## config.mk

```make
export PLATFORM = sky130hd
export DESIGN_NAME = wb_stage_flat
export DESIGN_NICKNAME = d
export VERILOG_FILES = /design/src/rtl/wb_if.sv /design/src/rtl/wb_stage.sv /design/src/flat_wrapper.sv
export SDC_FILE = /design/constraint.sdc
export NUM_CORES = 1
export LEC_CHECK = 0
export ABC_CLOCK_PERIOD_IN_PS = 3800
export CAP_MARGIN = 20
export CELL_PAD_IN_SITES_DETAIL_PLACEMENT = 1
export CELL_PAD_IN_SITES_GLOBAL_PLACEMENT = 1
export CORE_ASPECT_RATIO = 1.25
export CORE_MARGIN = 1.5
export CORE_UTILIZATION = 37
export DETAILED_ROUTE_END_ITERATION = 6
export GPL_ROUTABILITY_DRIVEN = 0
export HOLD_SLACK_MARGIN = 0.08
export PLACE_DENSITY_LB_ADDON = 0.2
export SLEW_MARGIN = 20
export SYNTH_ARGS = -nofsm -noshare
export SYNTH_HDL_FRONTEND = slang
export SYNTH_SLANG_ARGS = --single-unit
```

## constraint.sdc

```tcl
create_clock -name clk -period 3.8 [get_ports clk]
set_clock_uncertainty 0.2 [all_clocks]
set_input_delay 0.76 -clock clk [delete_from_list [all_inputs] [get_ports clk]]
set_output_delay 0.76 -clock clk [all_outputs]
set_load 0.05 [all_outputs]
```

## src/rtl/wb_if.sv

```systemverilog
// wb_if -- result/write-back bus between the retiring pipeline stage and
// the register file, as seen by wb_stage.
//   master : upstream producer + register-file side (drives i_*, samples o_*)
//   slave  : wb_stage itself
// Signals (names are from the write-back stage's point of view):
//   i_valid, o_ready              accept handshake
//   i_opcode, i_funct3, i_addr_lo retiring instruction decode / load lane
//   i_rd, i_alu_result, i_load_data
//   i_rf_stall                    register-file port busy this cycle
//   o_rf_wr, o_rf_rd, o_rf_data   register-file write port
//   o_busy                        buffer non-empty (hazard unit)
interface wb_if #(
  parameter int XLEN = 32,
  parameter int RA_W = 5
) ();
  logic            i_valid;
  logic            o_ready;
  logic [6:0]      i_opcode;
  logic [2:0]      i_funct3;
  logic [1:0]      i_addr_lo;
  logic [RA_W-1:0] i_rd;
  logic [XLEN-1:0] i_alu_result;
  logic [XLEN-1:0] i_load_data;
  logic            i_rf_stall;
  logic            o_rf_wr;
  logic [RA_W-1:0] o_rf_rd;
  logic [XLEN-1:0] o_rf_data;
  logic            o_busy;

  modport master (
    output i_valid, i_opcode, i_funct3, i_addr_lo, i_rd,
           i_alu_result, i_load_data, i_rf_stall,
    input  o_ready, o_rf_wr, o_rf_rd, o_rf_data, o_busy
  );

  modport slave (
    input  i_valid, i_opcode, i_funct3, i_addr_lo, i_rd,
           i_alu_result, i_load_data, i_rf_stall,
    output o_ready, o_rf_wr, o_rf_rd, o_rf_data, o_busy
  );
endinterface

```

## src/rtl/wb_stage.sv

```systemverilog
// wb_stage -- write-back stage with a small FIFO buffer in front of the
// register-file write port.  Results are formatted (write enable, load
// extraction / sign extension) when accepted and stored at the tail; the
// head retires whenever the register file is not stalled.
// Ports:
//   clk        rising-edge clock
//   rst        synchronous active-high reset (drops all buffered entries)
//   bus        wb_if.slave: handshake, instruction fields, rf write port
//   o_instret  64-bit retire counter, present only with WB_INSTRET_EN
// Optional feature macro: WB_INSTRET_EN (retired-instruction counter).
module wb_stage #(
  parameter int XLEN  = 32,
  parameter int DEPTH = 2,
  parameter int RA_W  = 5
) (
  input  logic        clk,
  input  logic        rst,
`ifdef WB_INSTRET_EN
  output logic [63:0] o_instret,
`endif
  wb_if.slave         bus
);
  localparam int PW = $clog2(DEPTH);
  localparam logic [PW:0]   FULL     = DEPTH[PW:0];
  localparam logic [PW:0]   CNT_ZERO = {(PW+1){1'b0}};
  localparam logic [PW:0]   CNT_ONE  = (PW+1)'(1);
  localparam logic [PW-1:0] PTR_ZERO = {PW{1'b0}};
  localparam logic [PW-1:0] PTR_ONE  = PW'(1);

  localparam logic [6:0] OP_LOAD   = 7'b0000011;
  localparam logic [6:0] OP_STORE  = 7'b0100011;
  localparam logic [6:0] OP_BRANCH = 7'b1100011;
  localparam logic [6:0] OP_FENCE  = 7'b0001111;

  // Write enable: no architectural destination for branch/store/fence or x0.
  function automatic logic fmt_we(input logic [6:0] op, input logic [RA_W-1:0] rd);
    logic we;
    case (op)
      OP_BRANCH, OP_STORE, OP_FENCE: we = 1'b0;
      default:                       we = (rd != {RA_W{1'b0}});
    endcase
    return we;
  endfunction

  // Result formatting.  The load word is shifted down by the byte offset
  // first, so a half-word load at offset 3 sees byte 3 with zeros above it
  // and therefore always comes out zero-extended.
  function automatic logic [XLEN-1:0] fmt_data(
    input logic [6:0]      op,
    input logic [2:0]      f3,
    input logic [1:0]      lo,
    input logic [XLEN-1:0] alu,
    input logic [XLEN-1:0] ld
  );
    logic [XLEN-1:0] sh;
    logic [XLEN-1:0] res;
    sh = ld >> {lo, 3'b000};
    if (op == OP_LOAD) begin
      case (f3)
        3'b000:  res = {{(XLEN-8){sh[7]}}, sh[7:0]};
        3'b001:  res = {{(XLEN-16){sh[15]}}, sh[15:0]};
        3'b010:  res = sh;
        3'b100:  res = {{(XLEN-8){1'b0}}, sh[7:0]};
        3'b101:  res = {{(XLEN-16){1'b0}}, sh[15:0]};
        default: res = {XLEN{1'b0}};
      endcase
    end else begin
      res = alu;
    end
    return res;
  endfunction

  logic [PW-1:0]   wr_ptr;
  logic [PW-1:0]   rd_ptr;
  logic [PW:0]     count;
  logic            we_mem   [DEPTH];
  logic [RA_W-1:0] rd_mem   [DEPTH];
  logic [XLEN-1:0] data_mem [DEPTH];

  logic accept;
  logic retire;
  logic head_wr;

  // Handshake and retire decisions; o_ready looks only at the registered
  // count, so a full buffer never accepts even while it retires.
  always_comb begin
    accept = bus.i_valid & bus.o_ready;
    retire = (count != CNT_ZERO) & ~bus.i_rf_stall;
  end

  assign bus.o_ready = (count != FULL);
  assign bus.o_busy  = (count != CNT_ZERO);

  // Pointer and occupancy bookkeeping; reset wins over accept/retire.
  always_ff @(posedge clk) begin
    if (rst) begin
      wr_ptr <= PTR_ZERO;
      rd_ptr <= PTR_ZERO;
      count  <= CNT_ZERO;
    end else begin
      if (accept) begin
        wr_ptr <= wr_ptr + PTR_ONE;
      end else begin
        wr_ptr <= wr_ptr;
      end
      if (retire) begin
        rd_ptr <= rd_ptr + PTR_ONE;
      end else begin
        rd_ptr <= rd_ptr;
      end
      case ({accept, retire})
        2'b10:   count <= count + CNT_ONE;
        2'b01:   count <= count - CNT_ONE;
        default: count <= count;
      endcase
    end
  end

  // Entry storage: the formatted result is written at the tail on accept.
  // Contents need no reset; occupancy alone decides validity.
  always_ff @(posedge clk) begin
    if (accept) begin
      we_mem[wr_ptr]   <= fmt_we(bus.i_opcode, bus.i_rd);
      rd_mem[wr_ptr]   <= bus.i_rd;
      data_mem[wr_ptr] <= fmt_data(bus.i_opcode, bus.i_funct3, bus.i_addr_lo,
                                   bus.i_alu_result, bus.i_load_data);
    end
  end

  // Register-file write port; address/data forced to zero when not writing.
  // rst also masks the write so the reset cycle itself never writes.
  always_comb begin
    head_wr = ~rst & (count != CNT_ZERO) & we_mem[rd_ptr] & ~bus.i_rf_stall;
    bus.o_rf_wr = head_wr;
    if (head_wr) begin
      bus.o_rf_rd   = rd_mem[rd_ptr];
      bus.o_rf_data = data_mem[rd_ptr];
    end else begin
      bus.o_rf_rd   = {RA_W{1'b0}};
      bus.o_rf_data = {XLEN{1'b0}};
    end
  end

`ifdef WB_INSTRET_EN
  logic [63:0] instret;

  // Retire counter: counts every popped entry, including non-writing ones.
  always_ff @(posedge clk) begin
    if (rst) begin
      instret <= 64'd0;
    end else if (retire) begin
      instret <= instret + 64'd1;
    end else begin
      instret <= instret;
    end
  end

  assign o_instret = instret;
`endif
endmodule

```

## src/flat_wrapper.sv

```systemverilog
// flat-port wrapper written by rule: the top's interface ports become plain ports
module wb_stage_flat 
#(
  parameter int XLEN  = 32,
  parameter int DEPTH = 2,
  parameter int RA_W  = 5
)
  (clk, rst, bus_i_valid, bus_i_opcode, bus_i_funct3, bus_i_addr_lo, bus_i_rd, bus_i_alu_result, bus_i_load_data, bus_i_rf_stall, bus_o_ready, bus_o_rf_wr, bus_o_rf_rd, bus_o_rf_data, bus_o_busy);
  wb_if #(.XLEN(XLEN), .RA_W(RA_W)) bus_i ();
  input  logic clk;
  input  logic rst;
  input wire logic [$bits(bus_i.i_valid)-1:0] bus_i_valid;
  input wire logic [$bits(bus_i.i_opcode)-1:0] bus_i_opcode;
  input wire logic [$bits(bus_i.i_funct3)-1:0] bus_i_funct3;
  input wire logic [$bits(bus_i.i_addr_lo)-1:0] bus_i_addr_lo;
  input wire logic [$bits(bus_i.i_rd)-1:0] bus_i_rd;
  input wire logic [$bits(bus_i.i_alu_result)-1:0] bus_i_alu_result;
  input wire logic [$bits(bus_i.i_load_data)-1:0] bus_i_load_data;
  input wire logic [$bits(bus_i.i_rf_stall)-1:0] bus_i_rf_stall;
  output wire logic [$bits(bus_i.o_ready)-1:0] bus_o_ready;
  output wire logic [$bits(bus_i.o_rf_wr)-1:0] bus_o_rf_wr;
  output wire logic [$bits(bus_i.o_rf_rd)-1:0] bus_o_rf_rd;
  output wire logic [$bits(bus_i.o_rf_data)-1:0] bus_o_rf_data;
  output wire logic [$bits(bus_i.o_busy)-1:0] bus_o_busy;
  assign bus_i.i_valid = bus_i_valid;
  assign bus_i.i_opcode = bus_i_opcode;
  assign bus_i.i_funct3 = bus_i_funct3;
  assign bus_i.i_addr_lo = bus_i_addr_lo;
  assign bus_i.i_rd = bus_i_rd;
  assign bus_i.i_alu_result = bus_i_alu_result;
  assign bus_i.i_load_data = bus_i_load_data;
  assign bus_i.i_rf_stall = bus_i_rf_stall;
  assign bus_o_ready = bus_i.o_ready;
  assign bus_o_rf_wr = bus_i.o_rf_wr;
  assign bus_o_rf_rd = bus_i.o_rf_rd;
  assign bus_o_rf_data = bus_i.o_rf_data;
  assign bus_o_busy = bus_i.o_busy;
  wb_stage #(.XLEN(XLEN), .DEPTH(DEPTH), .RA_W(RA_W)) u_core (.clk(clk), .rst(rst), .bus(bus_i));
endmodule
```

# After elaboration in Yosys (flattened, before gate mapping)
# Memories as Yosys holds them, arrays and structs flattened. A register that Yosys moved wholly into a read port is not among the register bits.
# Cells that the tools add are included.
# classes
n_shift	1
n_reduce_logical	5
n_bitwise	7
n_addsub	4
muxes	16
n_eq_ne	11
# op_table
operator	n
$pmux 32 s5	1
$mux 32	3
$shr 32x5->32	1
$mux 1	10
$eq 7x2->1 const B	1
$eq 7x4->1 const B	1
$eq 7x6->1 const B	1
$eq 7x7->1 const B	1
$eq 3x3->1 const B	2
$and 1x1->1	5
$mux 5	1
$reduce_bool 5->1	1
$pmux 2 s2	1
$reduce_bool 2->1	2
$eq 3x1->1 const B	1
$eq 3x2->1 const B	1
$logic_not 3->1	1
$reduce_or 3->1	1
$add 1x1->1 const B	2
$add 2x1->2 const B	1
$eq 2x1->1 const B	1
$eq 2x2->1 const B	1
$ne 2x2->1 const B	1
$not 1->1	2
$sub 2x1->2 const B	1
# totals
mem_count	3
ramBits	76
out_inout_bits	40
word_cells	50
register_bits	4
inputBits	85
# memory_table
memory	depth	width	rd	rd_clocked_by_memory_dff	wr	line_no	source
u_core.data_mem	2	32	1	1	1	wb_stage.sv:78	logic [XLEN-1:0] data_mem [DEPTH];
u_core.rd_mem	2	5	1	1	1	wb_stage.sv:77	logic [RA_W-1:0] rd_mem [DEPTH];
u_core.we_mem	2	1	1	1	1	wb_stage.sv:76	logic we_mem [DEPTH];

# Logic depth before layout (Yosys ltp)
# depth
ltp_word	5
ltp_mapped	7
ltp_nobuf	7

# Worst setup path after synthesis
# OpenSTA, ideal clock, no wires.
# synth_timing
path_type	reg-to-reg
from	register u_core.count[0]
to	memory u_core.data_mem[0][0], enable pin
path_stages_with_launch	4
t_required_ns	3.167
arrival_time_ns	2.662
path_slack_ns	0.505
synth_period_minus_slack_ns	3.295
path_buffers	0
setup_time_ns	0.433
path_cell_list	dfxtp_1 -> nand2b_1 -> nand2_1 -> nor2_1
# synth_between
elab_chain_len	4
# synth_lines
item	line_no	source
start, declared	wb_stage.sv:75	logic [PW:0] count;
start signal, assigned	wb_stage.sv:112	2'b10: count <= count + CNT_ONE;
start signal, assigned	wb_stage.sv:113	2'b01: count <= count - CNT_ONE;
start signal, assigned	wb_stage.sv:114	default: count <= count;
$ne 2x2->1	wb_stage.sv:91	assign bus.o_ready = (count != FULL);
net bus_o_ready	flat_wrapper.sv:20	output wire logic [$bits(bus_i.o_ready)-1:0] bus_o_ready;
$and 1x1->1	wb_stage.sv:87	accept = bus.i_valid & bus.o_ready;
$mux 1	wb_stage.sv:122	if (accept) begin
$mux 1 (not written as such)	wb_stage.sv:125	data_mem[wr_ptr] <= fmt_data(bus.i_opcode, bus.i_funct3, bus.i_addr_lo,
end, declared	wb_stage.sv:78	
# The timed path passes the listed nets, and every way through them passes these cells.

# Final worst setup path
# layout_timing
from	input bus_i_rf_stall
to	output bus_o_rf_data[11]
# layout_between
elab_chain_len	3
# layout_lines
item	line_no	source
start, declared	flat_wrapper.sv:19	input wire logic [$bits(bus_i.i_rf_stall)-1:0] bus_i_rf_stall;
$not 1->1	wb_stage.sv:133	head_wr = ~rst & (count != CNT_ZERO) & we_mem[rd_ptr] & ~bus.i_rf_stall;
$and 1x1->1	wb_stage.sv:133	
$mux 32	wb_stage.sv:135	if (head_wr) begin
end, declared	flat_wrapper.sv:23	output wire logic [$bits(bus_i.o_rf_data)-1:0] bus_o_rf_data;
# Every way passes these cells.

==> qor.txt <==
Worst Max-Slew Pin Slew -> 0.982 ns
Worst setup margin -> 0.359 ns
Nets -> 546
Post-layout util -> 56.1%
Synth warn -> 0
Reg2reg setup slack -> 1.78 ns
Flops & latches, synth -> 81
Cell taking the most area after synthesis -> edfxtp_1
Post-Layout Cell Count -> 600
Post-route cell area -> 6220 µm²
Dpl cell area -> 5930 µm²
Synth top area share -> 54.3%
Ports -> 125
Number of synthesized flops with an enable pin -> 76
Routed WL -> 11600 µm
PwrDens -> 519 nW/µm²
Worst skew pair latency -> 0.33 ns
Mean number of vias per cell -> 5.40
Syn_nets -> 424
# diodes -> 0
TritonRoute pass-1 iters -> 5
Most frequent cell after synthesis -> edfxtp_1
Number of port buffers -> 124
DR WL/cell -> 19.4 µm
Crit path DAT -> 2.48 ns
Run status -> finished, final reports clean
Detailed router's first-iteration violation count -> 152
Setup Fix Bufs, Post-CTS -> 0
Vias post-DR -> 3240
Die Span Y -> 122 µm
Vias in the first global route -> 3402
Total track usage -> 20.1%
Count of different cell masters after synthesis -> 42
Hold Startpoint -> u_core.count[1]
Worst hold path class -> flip-flop to flip-flop
Worst r2r src -> u_core.count[0]
Total grt overflow -> 0
# rows -> 43
Max Cap Viol -> 0
WP data required -> 2.84 ns
CP max FO -> 38
Clk sinks -> 81
Clock-pin slew on the worst setup and hold paths -> 0.06 ns
DIE AREA -> 12000 µm²
Core area -> 11100 µm²
Post-CTS Resized -> 0
Area Growth Syn to Fin -> 48.1%
Min cycle time layout -> 3.44 ns
Root buffer cell -> clkbuf_16
Mean post-synth cell area -> 12.4 µm²
Min-Delay Path Depth -> 2
Setup TNS -> 0 ns
Share of cells above drive strength 1 -> 17.4%
DP Wirelength -> 8540 µm
Top cells by area, synth -> edfxtp_1 (54%), mux2i_1 (15%), nor2_1 (3.8%), nand2_1 (3.7%), nor2_4 (2.7%)
Met2 wire length -> 5760 µm
Ys flop type -> edfxtp_1
Post-CTS Hold Fix Bufs -> 0
Place WS -> 0.325 ns
Asr flop ratio synth -> 0%
Max Used Layer -> met4
Final Cycle Share -> 90.6%
Clk buf depth -> 2
Initial antenna violation count -> 0
CTS buffer count -> 9
Worst r2r dst -> u_core.data_mem[1][6]
Setup crit end kind -> output pin
DRC viols -> 0
Hold EP -> u_core.count[1]
M1 WL -> 5130 µm
First-pass GRT wire length -> 18400 µm
Worst vdd ir -> 0.227 mV
Pleak -> 0.00224 µW
H-tree Lvls -> 3
Max Transition Viols Final -> 0
TritonCTS clock tree -> done
Chip width -> 98.3 µm
Syn Std Cell Area -> 4200 µm²
Initial Util -> 37.9%
Crit start category -> input port
F_max -> 291 MHz
Register area share after synthesis -> 56.7%
Pin count of the biggest net entering global routing -> 42
Post-synth top cells -> edfxtp_1 (76), mux2i_1 (61), nor2_1 (43)
Mapped Cells -> 338
Met3 WL post-DR -> 569 µm
Crit Path Class -> input port to output pin
Unrepaired setup endpoints after global routing -> no
Rel. slew slack -> 34.5%
Post-Place Cells -> 584
Routed Antenna Nets -> 0
Final setup vio count -> 0
FF-to-FF path depth -> 2
Hold Vio Cnt, Final -> 0
## cell families (layout without fill, tap and decap cells)
logic type | Yosys count | count (layout) | share of synthesized area, %
muxes | 63 | 63 | 15.3
xor gates and xnor gates | 4 | 4 | 0.834
and+or+nand+nor | 113 | 113 | 13.4
DFF | 81 | 81 | 56.7
adders and majority gates | 1 | 1 | 0.298
buffers and inverters | 26 | 153 | 3.93
AOI/OAI and AO/OA | 50 | 50 | 9.50
## placed cells by master (no fill, tap or decap), types with 3 or more instances in the layout
master	n
xor2_1	3
buf_4	8
mux2i_1	61
clkbuf_16	9
a21oi_1	9
nor2_1	42
clkdlybuf4s50_1	86
o21ai_0	4
dfxtp_1	4
o311ai_0	8
nor2_4	11
a32oi_1	8
edfxtp_1	76
nand2b_1	3
a32o_1	7
inv_1	4
o311ai_1	8
buf_12	39
nand2_1	41
## layer usage
layer	GRT usage (%)	vias up
li1	-	1526
met1	26.1	1576
met2	33.9	125
met3	4.19	13
met4	5.63	0
met5	0	-
## layout make-up
type                            instances  area [µm²]
Fill cell                            1106        4860
Timing Repair Buffer                  133        1700
Clock buffer                           10         229
Tap cell                              135         169
Sequential cell                        81        2380
Inverter                                4        15.0
Multi-Input combinational cell        231        1660
Clock inverter                          6        58.8
## sequential cells by signal (all words and copies together) (netlist names), named ones only
name,cells
u_core.count,2
u_core.rd_ptr,1
u_core.data_mem,64
u_core.wr_ptr,1
u_core.we_mem,2
u_core.rd_mem,10
## power breakdown
part           total (µW)  switching [µW]  internal (µW)
sequential           1200            46.7           1160
clock                 839             335            504
combinational        1190             681            505
## worst max-delay path, cell delays in order
cell and delay [ns]:
clkdlybuf4s50_1 0.40, nand2b_2 0.20, or3_2 0.49, buf_12 0.21, nor2_1 0.25, buf_12 0.17
## worst max-delay path by stage
stage / start / end / slack [ns] / cells after the start
after floorplan: u_core.count[0] / u_core.data_mem[0][0] / 0.50 / 3
after global placement: bus_i_rf_stall / bus_o_rf_data[11] / 0.35 / 6
after detailed placement: bus_i_rf_stall / bus_o_rf_data[11] / 0.33 / 6
after CTS: bus_i_rf_stall / bus_o_rf_data[11] / 0.32 / 6
after global routing: bus_i_rf_stall / bus_o_rf_data[11] / 0.28 / 6
final: bus_i_rf_stall / bus_o_rf_data[11] / 0.36 / 6
## metrics by stage
stage | power [µW] | hold slack, ns
floorplan | 1930 | 0.261
global placement | 2390 | 0.279
detailed placement | 2420 | 0.310
CTS | 3270 | 0.323
global route | 3370 | 0.350
finish | 3230 | 0.320
Note: power is estimated with default switching activity, not from simulation.
